--- src/rtl/div_seq_if.sv ---
// EX-stage request/response bundle for the div_seq divide sequencer.
// The flush wire exists only when DIV_SEQ_FLUSH_EN is defined.
interface div_seq_if;
  logic        start;
  logic [1:0]  op;
  logic [31:0] rs1;
  logic [31:0] rs2;
  logic        busy;
  logic        done;
  logic [31:0] result;
`ifdef DIV_SEQ_FLUSH_EN
  logic        flush;

  modport master (output start, op, rs1, rs2, flush, input busy, done, result);
  modport slave  (input start, op, rs1, rs2, flush, output busy, done, result);
`else
  modport master (output start, op, rs1, rs2, input busy, done, result);
  modport slave  (input start, op, rs1, rs2, output busy, done, result);
`endif
endinterface

--- src/rtl/div_seq.sv ---
// Multi-cycle RV32M DIV/DIVU/REM/REMU sequencer: restoring division on a shared external ALU.
// Optional DIV_SEQ_FLUSH_EN adds a flush input that aborts an operation in flight.
module div_seq #(
  parameter int         XLEN    = 32,
  parameter logic [3:0] ALU_ADD = 4'd1,
  parameter logic [3:0] ALU_SUB = 4'd2
) (
  input  logic            clk,
  input  logic            nrst,
  div_seq_if.slave        ex,
  output logic [XLEN-1:0] alu_op_a,
  output logic [XLEN-1:0] alu_op_b,
  output logic [3:0]      alu_ctr,
  input  logic [XLEN-1:0] alu_res,
  input  logic            alu_less
);

  localparam logic [XLEN-1:0] ZERO = {XLEN{1'b0}};
  localparam logic [XLEN-1:0] ONES = {XLEN{1'b1}};
  localparam logic [XLEN-1:0] MIN  = {1'b1, {(XLEN-1){1'b0}}};

  typedef enum logic [2:0] {IDLE, ABS_A, ABS_B, ITER, FIX, DONE} state_t;

  state_t          state_r;
  logic [1:0]      op_r;
  logic            sign_a_r;
  logic            sign_b_r;
  logic [XLEN-1:0] rs2_r;
  logic [XLEN-1:0] rem_r;
  logic [XLEN-1:0] quo_r;
  logic [XLEN-1:0] dvs_r;
  logic [XLEN-1:0] result_r;
  logic [4:0]      cnt_r;
  logic            busy_r;
  logic            done_r;
  logic [XLEN-1:0] alu_a_r;
  logic [XLEN-1:0] alu_b_r;
  logic [3:0]      alu_ctr_r;

  logic            flush_s;
  logic            take_s;
  logic [XLEN-1:0] trial_s;
  logic [XLEN-1:0] rem_step_s;
  logic [XLEN-1:0] quo_step_s;
  logic [XLEN-1:0] fix_x_s;
  logic            fix_neg_s;

`ifdef DIV_SEQ_FLUSH_EN
  assign flush_s = ex.flush;
`else
  assign flush_s = 1'b0;
`endif

  assign ex.busy   = busy_r;
  assign ex.done   = done_r;
  assign ex.result = result_r;
  assign alu_op_a  = alu_a_r;
  assign alu_op_b  = alu_b_r;
  assign alu_ctr   = alu_ctr_r;

  // One restoring step; rem[31] set means the 33-bit trial always exceeds the divisor.
  always_comb begin
    trial_s    = {rem_r[XLEN-2:0], quo_r[XLEN-1]};
    take_s     = rem_r[XLEN-1] | ~alu_less;
    rem_step_s = take_s ? alu_res : trial_s;
    quo_step_s = {quo_r[XLEN-2:0], take_s};
    fix_x_s    = op_r[1] ? rem_step_s : quo_step_s;
    case (op_r)
      2'b00:   fix_neg_s = sign_a_r ^ sign_b_r;
      2'b10:   fix_neg_s = sign_a_r;
      default: fix_neg_s = 1'b0;
    endcase
  end

  // FSM; ALU drive is registered one cycle ahead so it is valid throughout the state that uses it.
  always_ff @(posedge clk or negedge nrst) begin
    if (!nrst) begin
      state_r   <= IDLE;
      op_r      <= 2'b00;
      sign_a_r  <= 1'b0;
      sign_b_r  <= 1'b0;
      rs2_r     <= ZERO;
      rem_r     <= ZERO;
      quo_r     <= ZERO;
      dvs_r     <= ZERO;
      result_r  <= ZERO;
      cnt_r     <= 5'd0;
      busy_r    <= 1'b0;
      done_r    <= 1'b0;
      alu_a_r   <= ZERO;
      alu_b_r   <= ZERO;
      alu_ctr_r <= 4'd0;
    end else begin
      alu_a_r   <= ZERO;
      alu_b_r   <= ZERO;
      alu_ctr_r <= 4'd0;
      if (flush_s && (state_r != IDLE)) begin
        state_r <= IDLE;
        busy_r  <= 1'b0;
        done_r  <= 1'b0;
      end else begin
        case (state_r)
          IDLE: begin
            done_r <= 1'b0;
            if (ex.start && !flush_s) begin
              op_r     <= ex.op;
              sign_a_r <= ex.rs1[XLEN-1];
              sign_b_r <= ex.rs2[XLEN-1];
              busy_r   <= 1'b1;
              if (ex.rs2 == ZERO) begin
                result_r <= ex.op[1] ? ex.rs1 : ONES;
                done_r   <= 1'b1;
                state_r  <= DONE;
              end else if (!ex.op[0] && (ex.rs1 == MIN) && (ex.rs2 == ONES)) begin
                result_r <= ex.op[1] ? ZERO : MIN;
                done_r   <= 1'b1;
                state_r  <= DONE;
              end else begin
                rs2_r     <= ex.rs2;
                state_r   <= ABS_A;
                alu_b_r   <= ex.rs1;
                alu_ctr_r <= (!ex.op[0] && ex.rs1[XLEN-1]) ? ALU_SUB : ALU_ADD;
              end
            end else begin
              busy_r <= 1'b0;
            end
          end
          ABS_A: begin
            quo_r     <= alu_res;
            rem_r     <= ZERO;
            state_r   <= ABS_B;
            alu_b_r   <= rs2_r;
            alu_ctr_r <= (!op_r[0] && sign_b_r) ? ALU_SUB : ALU_ADD;
          end
          ABS_B: begin
            dvs_r     <= alu_res;
            cnt_r     <= 5'd31;
            state_r   <= ITER;
            alu_a_r   <= {{(XLEN-1){1'b0}}, quo_r[XLEN-1]};
            alu_b_r   <= alu_res;
            alu_ctr_r <= ALU_SUB;
          end
          ITER: begin
            rem_r <= rem_step_s;
            quo_r <= quo_step_s;
            cnt_r <= cnt_r - 5'd1;
            if (cnt_r == 5'd0) begin
              state_r   <= FIX;
              alu_b_r   <= fix_x_s;
              alu_ctr_r <= fix_neg_s ? ALU_SUB : ALU_ADD;
            end else begin
              alu_a_r   <= {rem_step_s[XLEN-2:0], quo_step_s[XLEN-1]};
              alu_b_r   <= dvs_r;
              alu_ctr_r <= ALU_SUB;
            end
          end
          FIX: begin
            result_r <= alu_res;
            done_r   <= 1'b1;
            state_r  <= DONE;
          end
          DONE: begin
            done_r  <= 1'b0;
            busy_r  <= 1'b0;
            state_r <= IDLE;
          end
          default: begin
            done_r  <= 1'b0;
            busy_r  <= 1'b0;
            state_r <= IDLE;
          end
        endcase
      end
    end
  end

endmodule

--- src/flat_wrapper.sv ---
// flat-port wrapper written by rule: the top's interface ports become plain ports
module div_seq_flat 
#(
  parameter int         XLEN    = 32,
  parameter logic [3:0] ALU_ADD = 4'd1,
  parameter logic [3:0] ALU_SUB = 4'd2
)
  (clk, nrst, alu_op_a, alu_op_b, alu_ctr, alu_res, alu_less, ex_start, ex_op, ex_rs1, ex_rs2, ex_busy, ex_done, ex_result);
  div_seq_if ex_i ();
  input  logic clk;
  input  logic nrst;
  output logic [XLEN-1:0] alu_op_a;
  output logic [XLEN-1:0] alu_op_b;
  output logic [3:0] alu_ctr;
  input  logic [XLEN-1:0] alu_res;
  input  logic alu_less;
  input wire logic [$bits(ex_i.start)-1:0] ex_start;
  input wire logic [$bits(ex_i.op)-1:0] ex_op;
  input wire logic [$bits(ex_i.rs1)-1:0] ex_rs1;
  input wire logic [$bits(ex_i.rs2)-1:0] ex_rs2;
  output wire logic [$bits(ex_i.busy)-1:0] ex_busy;
  output wire logic [$bits(ex_i.done)-1:0] ex_done;
  output wire logic [$bits(ex_i.result)-1:0] ex_result;
  assign ex_i.start = ex_start;
  assign ex_i.op = ex_op;
  assign ex_i.rs1 = ex_rs1;
  assign ex_i.rs2 = ex_rs2;
  assign ex_busy = ex_i.busy;
  assign ex_done = ex_i.done;
  assign ex_result = ex_i.result;
  div_seq #(.XLEN(XLEN), .ALU_ADD(ALU_ADD), .ALU_SUB(ALU_SUB)) u_core (.clk(clk), .nrst(nrst), .ex(ex_i), .alu_op_a(alu_op_a), .alu_op_b(alu_op_b), .alu_ctr(alu_ctr), .alu_res(alu_res), .alu_less(alu_less));
endmodule
--- config.mk ---
export PLATFORM = sky130hd
export DESIGN_NAME = div_seq_flat
export DESIGN_NICKNAME = d
export VERILOG_FILES = /design/src/rtl/div_seq_if.sv /design/src/rtl/div_seq.sv /design/src/flat_wrapper.sv
export SDC_FILE = /design/constraint.sdc
export NUM_CORES = 1
export LEC_CHECK = 0
export CORE_ASPECT_RATIO = 1.4
export CORE_MARGIN = 5
export CORE_UTILIZATION = 48
export DETAILED_ROUTE_END_ITERATION = 8
export MAX_ROUTING_LAYER = met4
export PLACE_DENSITY = 0.77
export SYNTH_ARGS = -nofsm -noshare
export SYNTH_HDL_FRONTEND = slang
export SYNTH_SLANG_ARGS = --single-unit
--- constraint.sdc ---
create_clock -name clk -period 2.35 [get_ports clk]
set_input_delay 0.705 -clock clk [delete_from_list [all_inputs] [get_ports clk]]
set_output_delay 0.705 -clock clk [all_outputs]
set_load 0.02 [all_outputs]
# After elaboration in Yosys (flattened, before gate mapping)
# Cells that the tools add are included.
[op_classes]
bitwise_logic = 5
muxes = 38
n_addsub = 1
n_eq_ne = 10
n_reduce_logical = 19
[ops]
columns = ["cell", "n"]
rows = [
  ["32-bit two-way mux", 12],
  ["32-bit case mux with 2 select lines", 4],
  ["32-bit case mux with 4 select lines", 1],
  ["32-bit == test (second input constant)", 2],
  ["32-bit zero test", 1],
  ["4-bit two-way mux", 4],
  ["4-bit case mux with 4 select lines", 1],
  ["3-bit case mux with 5 select lines", 1],
  ["3-bit two-way mux", 4],
  ["5-bit case mux with 2 select lines", 1],
  ["3-bit by 2-bit == test with 1-bit output (second input constant)", 2],
  ["2-bit two-way mux", 3],
  ["2-bit nonzero test", 3],
  ["5-bit zero test", 1],
  ["5-bit by 1-bit subtractor with 5-bit output (second input constant)", 1],
  ["1-bit logical AND", 4],
  ["1-bit two-way mux", 4],
  ["1-bit case mux with 2 select lines", 2],
  ["2-bit AND reduction", 2],
  ["4-bit AND reduction", 1],
  ["4-bit OR reduction", 1],
  ["3-bit by 1-bit == test with 1-bit output (second input constant)", 1],
  ["3-bit == test (second input constant)", 1],
  ["3-bit zero test", 1],
  ["other kinds (12)", 15],
]
[word_totals]
output_inout_bits = 102
reg_bits = 242

# Longest topological paths before layout
# Gate-level depths: netlist (run 1).
[depth]
word_depth = 7
depth_mapped = 10
mapped_depth_nobuf = 8

# Worst setup path after synthesis (run 1)
# OpenSTA, ideal clock, no wires.
[synth_timing]
path_kind = "input port to flip-flop"
start = "in ex_rs1[27]"
end = "reg u_core.alu_b_r[6], in the netlist u_core.alu_op_b[6]"
n_path_buf = 2
setup_slack_ns = -0.443
setup_ns = 0.126
path_stages = 7
t_arrival_ns = 2.667
cell_sequence = "or4b_1 > or4_1 > nor3_2 > nor4_1 > buf_2 > buf_4 > a221o_1"
[synth_between]
elab_chain_cells = 7
[synth_lines]
columns = ["element", "line_no", "source"]
rows = [
  ["start: declaration", "flat_wrapper.sv:19", "input wire logic [$bits(ex_i.rs1)-1:0] ex_rs1;"],
  ["32-bit == test", "div_seq.sv:114", "end else if (!ex.op[0] && (ex.rs1 == MIN) && (ex.rs2 == ONES)) begin"],
  ["1-bit logical AND (2 in a row)", "div_seq.sv:114", ""],
  ["32-bit two-way mux", "div_seq.sv:114", ""],
  ["32-bit two-way mux", "div_seq.sv:110", "if (ex.rs2 == ZERO) begin"],
  ["32-bit two-way mux", "div_seq.sv:105", "if (ex.start && !flush_s) begin"],
  ["32-bit case mux with 4 select lines", "div_seq.sv:102", "case (state_r)"],
  ["end signal: assignment", "div_seq.sv:121", "alu_b_r <= ex.rs1;"],
  ["end signal: assignment", "div_seq.sv:132", "alu_b_r <= rs2_r;"],
  ["end signal: assignment", "div_seq.sv:140", "alu_b_r <= alu_res;"],
  ["end: declaration", "div_seq.sv:37", "logic [XLEN-1:0] alu_b_r;"],
]
# No other way between the ends.
# A chain may end at the register's enable or synchronous reset.

# Worst setup path after layout (run 1)
[layout_timing]
start = "in ex_rs1[24]"
end = "reg u_core.result_r[18], in the netlist u_core.ex.result[18]"
[layout_between]
elab_chain_cells = 5
[layout_lines]
columns = ["element", "line_no", "source"]
rows = [
  ["32-bit == test", "div_seq.sv:114", ""],
  ["1-bit logical AND (2 in a row)", "div_seq.sv:114", ""],
  ["3-bit by 1-bit inequality test with 1-bit output (no line)", "-", ""],
  ["3-bit AND reduction (no line)", "-", ""],
  ["end signal: assignment", "div_seq.sv:111", "result_r <= ex.op[1] ? ex.rs1 : ONES;"],
  ["end signal: assignment", "div_seq.sv:115", "result_r <= ex.op[1] ? ZERO : MIN;"],
  ["end signal: assignment", "div_seq.sv:158", "result_r <= alu_res;"],
  ["end: declaration", "div_seq.sv:32", "logic [XLEN-1:0] result_r;"],
]
# No other way between the ends.

==> flow_summary.toml, run 1 <==
[power_and_ir_drop]
p_leak_nw = 7.05
power_switching_share_pct = 34.5
peakVddDrop_uv = 628
internal-power_mw = 11.2
p_switching_mw = 5.90
power.density_nw_per_um2 = 1110
power_frac_seq_pct = 39.8
power_frac_clock_pct = 22.3
p_comb_share_pct = 37.9

[status]
outcome = "finished, violations left"
violations = "negative setup slack"

[timing]
tightest_slew_ns = 0.886
setup_slack_ns = -0.207
max_freq_mhz = 391
finalHoldViolCount = 0
rsz0062_at_grt = "true"
slew_headroom_pct = 40.5
skew_ns = 0.0124
drv_slew = 0
final.min_clock_period_ns = 2.56
setup_viol = 98
min_period_over_period_pct = 109
fin_tns_setup_ns = -15.74

[floorplan]
fp.dieArea_um2 = 26100
num_rows = 65
die_x_um = 138
die_y_um = 189
boundaryPins = 204
core-area_um2 = 22600
start_util_pct = 48.7

[synthesis]
synth_edf_count = 0
ys_ff_latch = 240
synth_top_cells_by_area = "dfrtp_1 (55%), mux2_2 (9.6%), o21ai_0 (7.5%)"
syn_inst = 1044
yosysMostFrequentCell = "dfrtp_1"
yosysWarnings = 0
synth.avg_cell_area_um2 = 10.5
synthArstFlopShare_pct = 100
ys_top_cells_by_count = "dfrtp_1 (240), nand2_1 (166), o21ai_0 (164)"
ys_types = 40
synth.largest_area_cell = "dfrtp_1"
synth.top_cell.area_share_pct = 54.6
ys.flop_type = "dfrtp_1"
synth_seq_area_share_pct = 54.6
synthesis.area_um2 = 11000

[clock_tree]
htreeDepth = 1
root_buffer = "clkbuf_16"
clock-sinks = 240
tritoncts = "done"
insertion_delay_ns = 0.52
cts_inserted_buffers = 23
ctsHoldBuffers = 0
clkTransAtPathRegs_ns = 0.07
cts.path.max_buffers = 3

[detailed_routing]
vias_per_cell = 5.94
drt_wl_total_um = 36800
vias = 9952
drt_first_pass_iters = 6
wl_per_cell_um = 21.9
drc = 0
drtIter0Drc = 825
ant_nets = 0

[placed_design]
gp_routability_congestion = 0.866
io_buffers = 201
dp_cells = 1620
dp_hpwl_um = 24500

[setup_path]
cpMostUsedCell = "buf_6"
critical_path_class = "in2reg"
cp_max_fo = 22
cp_cell_sequence = "buf_6, or4_4, nor4_4, nand4_1, nor3_4, buf_6, a311oi_4, buf_12, mux2_4"
max_stage_delay_ns = 0.54
cpLargestDelayFamily = "simple AND/OR/NAND/NOR gates"
r2r_start = "u_core.cnt_r[0]"
endpoint_kind = "flip-flop"
cp-startpoint = "ex_rs1[24]"
worst_path_max_delay_cell = "or4_4"
crit_cells = 9
path_buf_inv = 3
ff2ff_path_depth = 9
critPathLaunchType = "input pin"
arrival_ns = 2.96
cp.required_ns = 2.75

[final_layout]
final_cell_count_no_fill = 1675
drive_gt1_share_pct = 25.8
syn_to_final_growth_pct = 40.6
nets = 1454

[grt]
grt_pass1_wl_um = 56700
grt_pass1_vias = 10600
antenna_found_initial = 7
grt-ovfl-total = 0
grt_usage_pct = 28.5
grt_max_degree = 80

[run]
maxCapViolCount = 0

[hold_path]
holdCritPathClass = "in2async"
## placed cells by master (no fill, tap or decap), drive strengths merged, types with 11 or more instances in the layout
cell             n
dfrtp          240
buf            173
nand2          166
o21ai          164
clkdlybuf4s50  135
mux2           100
mux2i           62
clkbuf          52
nor2            48
a31oi           36
o211ai          31
a221o           31
dlygate4sd2     21
nor4            15
dlymetal6s2s    14
a21oi           11
nand4           11
## power groups by stage
stage / registers, mW / logic [mW] / clock network, mW
finish: 6.81 / 6.48 / 3.81
global route: 6.97 / 7.01 / 4.04
CTS: 6.76 / 6.43 / 3.82
detailed placement: 6.80 / 6.40 / 0
global placement: 6.74 / 6.22 / 0
floorplan: 7.27 / 2.82 / 0
## layout make-up
cell class	count	area, µm²
Fill cell	1701	7140
Sequential cell	240	6010
Multi-Input combinational cell	713	4860
Timing Repair Buffer	366	3410
Clock buffer	34	677
Tap cell	301	377
Clock inverter	7	85.1
Inverter	7	26.3
Antenna cell	7	17.5
## metal layers
metal / vias up / GRT usage, % / part of all wire, %
met5: - / - / 0
met1: 4919 / 33.0 / 36
met4: 0 / 20.2 / 7.7
li1: 4392 / - / -
met3: 157 / 3.06 / 6.0
met2: 484 / 45.6 / 50
## stage by stage
step	instance area (µm²)	worst slack (ns)	utilization, %	power (mW)	hold slack (ns)
floorplan	11100	-0.318	-	10.1	0.409
global placement	14500	-1.19	64.3	13.0	0.462
detailed placement	14500	-1.26	64.3	13.2	0.473
CTS	15400	-0.228	68.2	17.0	0.104
global route	15500	-0.256	68.4	18.0	0.122
finish	15500	-0.207	68.4	17.1	0.0958
## cells by family after synthesis
group / Yosys count / share of synthesized area (%)
adders and majority gates: 1 / 0.114
DFF: 240 / 54.6
muxes: 162 / 15.9
other: 1 / 0.0341
AOI/OAI and AO/OA: 284 / 15.8
and+or+nand+nor: 264 / 10.2
buffers and inverters: 92 / 3.42
## worst paths after layout
path / endpoint / slack, ns
max in group asynchronous: u_core.rs2_r[14] / 1.62
max reg2reg: u_core.alu_op_b[5] / 0.09
min: u_core.quo_r[7] / 0.1
max: u_core.ex.result[18] / -0.21
min reg2reg: u_core.rem_r[18] / 0.48
min in group clk: u_core.rs2_r[3] / 0.48
## flip-flops by register name (all words and copies together), names as in the netlist, 2 cells and up
name and count:
u_core.alu_op_a 32, u_core.alu_op_b 32, u_core.dvs_r 32, u_core.ex.result 32, u_core.quo_r 32, u_core.rem_r 32
u_core.rs2_r 32, u_core.cnt_r 5, u_core.state_r 3, u_core.alu_ctr 2, u_core.op_r 2
## repair_timing
item                                    CTS  global route
endpoints found under the setup margin  100            99
cloned                                    3             1
gates resized for setup                  93            79
pin swaps                                12             8
setup buffers                             7             1
Note: power is estimated with default switching activity, not from simulation.
==> inputs of run 2 (changes only) <==
CELL_PAD_IN_SITES_DETAIL_PLACEMENT = 1   (was unset)
CELL_PAD_IN_SITES_GLOBAL_PLACEMENT = 1   (was unset)
CORE_UTILIZATION = 37   (was 48)
PLACE_DENSITY = unset   (was 0.77)
PLACE_DENSITY_LB_ADDON = 0.1   (was unset)
==> run 2 against run 1 <==
The run still ends with negative setup slack left. Critical path depth is 1 higher. Combinational power hardly changed. Worst setup slack better by 0.0070 ns.
==> flow_summary.toml, run 2 (synthesis gave the netlist of run 1 again) <==
[setup_path]
worst_path_max_delay_cell = "or4b_4"
cp.required_ns = 2.74
cpLargestDelayFamily = "simple AND/OR/NAND/NOR gates"
critPathLaunchType = "input pin"
cp_cell_sequence = "buf_6, or4b_4, or4_4, nor3_2, buf_4, buf_6, nor4_4, buf_6, buf_12, a221o_1"
cpMostUsedCell = "buf_6"
cp_max_fo = 6
path_buf_inv = 5
endpoint_kind = "flip-flop"
arrival_ns = 2.94
critical_path_class = "in2reg"
max_stage_delay_ns = 0.54

[timing]
drv_slew = 0
finalHoldViolCount = 0
setup_viol = 85
min_period_over_period_pct = 108
max_freq_mhz = 392
final.min_clock_period_ns = 2.55
whs_ns = 0.105
skew_ns = 0.0103
slew_headroom_pct = 61.2
tightest_slew_ns = 0.582
rsz0062_at_grt = "true"
setup_slack_ns = -0.200

[detailed_routing]
wl_per_cell_um = 23.5
ant_nets = 0
drt_wl_total_um = 42000
vias_per_cell = 5.47
vias = 9766
drt_first_pass_iters = 4
drc = 0
drtIter0Drc = 443

[final_layout]
final_cell_mix = "dfrtp_1 (238), buf_4 (172), nand2_1 (166), o21ai_0 (163), clkdlybuf4s50_1 (154)"
antenna_cells = 0
drive_gt1_share_pct = 27.4
fillCellCount = 3186
nets = 1492
multi_input_area_um2 = 4810
ff_latch_area_um2 = 6010
syn_to_final_growth_pct = 46.3
final_common_cell = "dfrtp_1"

[grt]
antenna_found_initial = 0
grtUsageMet2_pct = 44.3
grt_max_degree = 110
grt_pass1_vias = 10700
grt-ovfl-total = 0
grt.busiest_layer = "met2"
grt_pass1_wl_um = 64700
grt_usage_pct = 25.6
use_met3_pct = 2.83
use_met1_pct = 30.5

[clock_tree]
root_buffer = "clkbuf_16"
cts.path.max_buffers = 3
tritoncts = "done"
insertion_delay_ns = 0.52
clock-sinks = 240
cts_inserted_buffers = 25
ctsHoldBuffers = 0
clkTransAtPathRegs_ns = 0.06
htreeDepth = 1

[hold_path]
holdCritPathClass = "in2async"

[run]
maxCapViolCount = 0

[placed_design]
post-place-ws_ns = -0.897
gp_routability_congestion = 0.855
io_buffers = 201
dp_hpwl_um = 29500

[power_and_ir_drop]
p_leak_nw = 7.31
power.density_nw_per_um2 = 1100
peakVddDrop_uv = 677

[status]
violations = "negative setup slack"
outcome = "finished, violations left"

[floorplan]
die_y_um = 214
boundaryPins = 204
start_util_pct = 37.6
fp.dieArea_um2 = 33300
num_rows = 74
core-area_um2 = 29300
die_x_um = 156
run 2: cell count changes in the layout (fill, tap and decap cells not counted), sizes merged:
cell	previous run	this run
buf	173	207
bufinv	2	3
clkbuf	52	46
clkdlybuf4s15	5	1
clkdlybuf4s50	135	154
clkinv	5	2
diode	7	0
dlygate4sd2	21	12
dlymetal6s2s	14	22
run 2: metal layers:
layer  up-vias  wire (µm)
li1       4450          -
met3       100       1590
met2       267      22000
met1      4949      16600
met4         0       1860
met5         -          0
run 2: what timing repair did:
action                                  CTS  global route
cloned                                    4             1
gates resized for setup                  58            52
pin swaps                                 9            16
setup buffers                             7             1
endpoints found under the setup margin   99            99
run 2: path summary, 6_finish.rpt:
| check | slack, ns | end | cells past startpoint | from |
|---|---|---|---|---|
| min in group clk | 0.48 | u_core.rem_r[2] | 2 | u_core.rem_r[2] |
| max reg2reg | 0.20 | u_core.ex.result[8] | 7 | u_core.state_r[1] |
| min reg2reg | 0.48 | u_core.rem_r[2] | 2 | u_core.rem_r[2] |
| min | 0.11 | u_core.alu_op_a[2] | 1 | nrst |
| max in group asynchronous | 1.55 | u_core.rem_r[13] | 2 | nrst |
| max | -0.20 | u_core.alu_op_b[19] | 10 | ex_rs1[30] |
run 2: power breakdown:
group / switching [mW] / total (mW) / internal (mW)
registers: 1.01 / 6.81 / 5.80
logic: 3.30 / 6.51 / 3.20
clock network: 1.67 / 4.35 / 2.68
total: 5.99 / 17.7 / 11.7
run 2: stage by stage:
stage          util, %  setup TNS (ns)  power [mW]  std cells  area [µm²]
6_report          55.0          -10.92        17.7       1787       16100
5_1_grt           55.0          -14.00        18.6       1787       16100
4_1_cts           54.6          -14.57        17.8       1785       16000
3_5_place_dp      50.9          -84.37        13.4       1730       14900
3_3_place_gp      50.9          -83.19        13.2       1730       14900
2_1_floorplan        -          -24.38        10.1       1045       11100
run 2: cell type report:
| cell class | count | area share [%] |
|---|---|---|
| well taps | 380 | 2.95 |
| clock inverters | 5 | 0.622 |
| repair buffers | 402 | 24.0 |
| multi-input cells | 713 | 29.9 |
| inverters | 7 | 0.163 |
| flip-flops and latches | 240 | 37.3 |
| clock buffers | 40 | 5.04 |
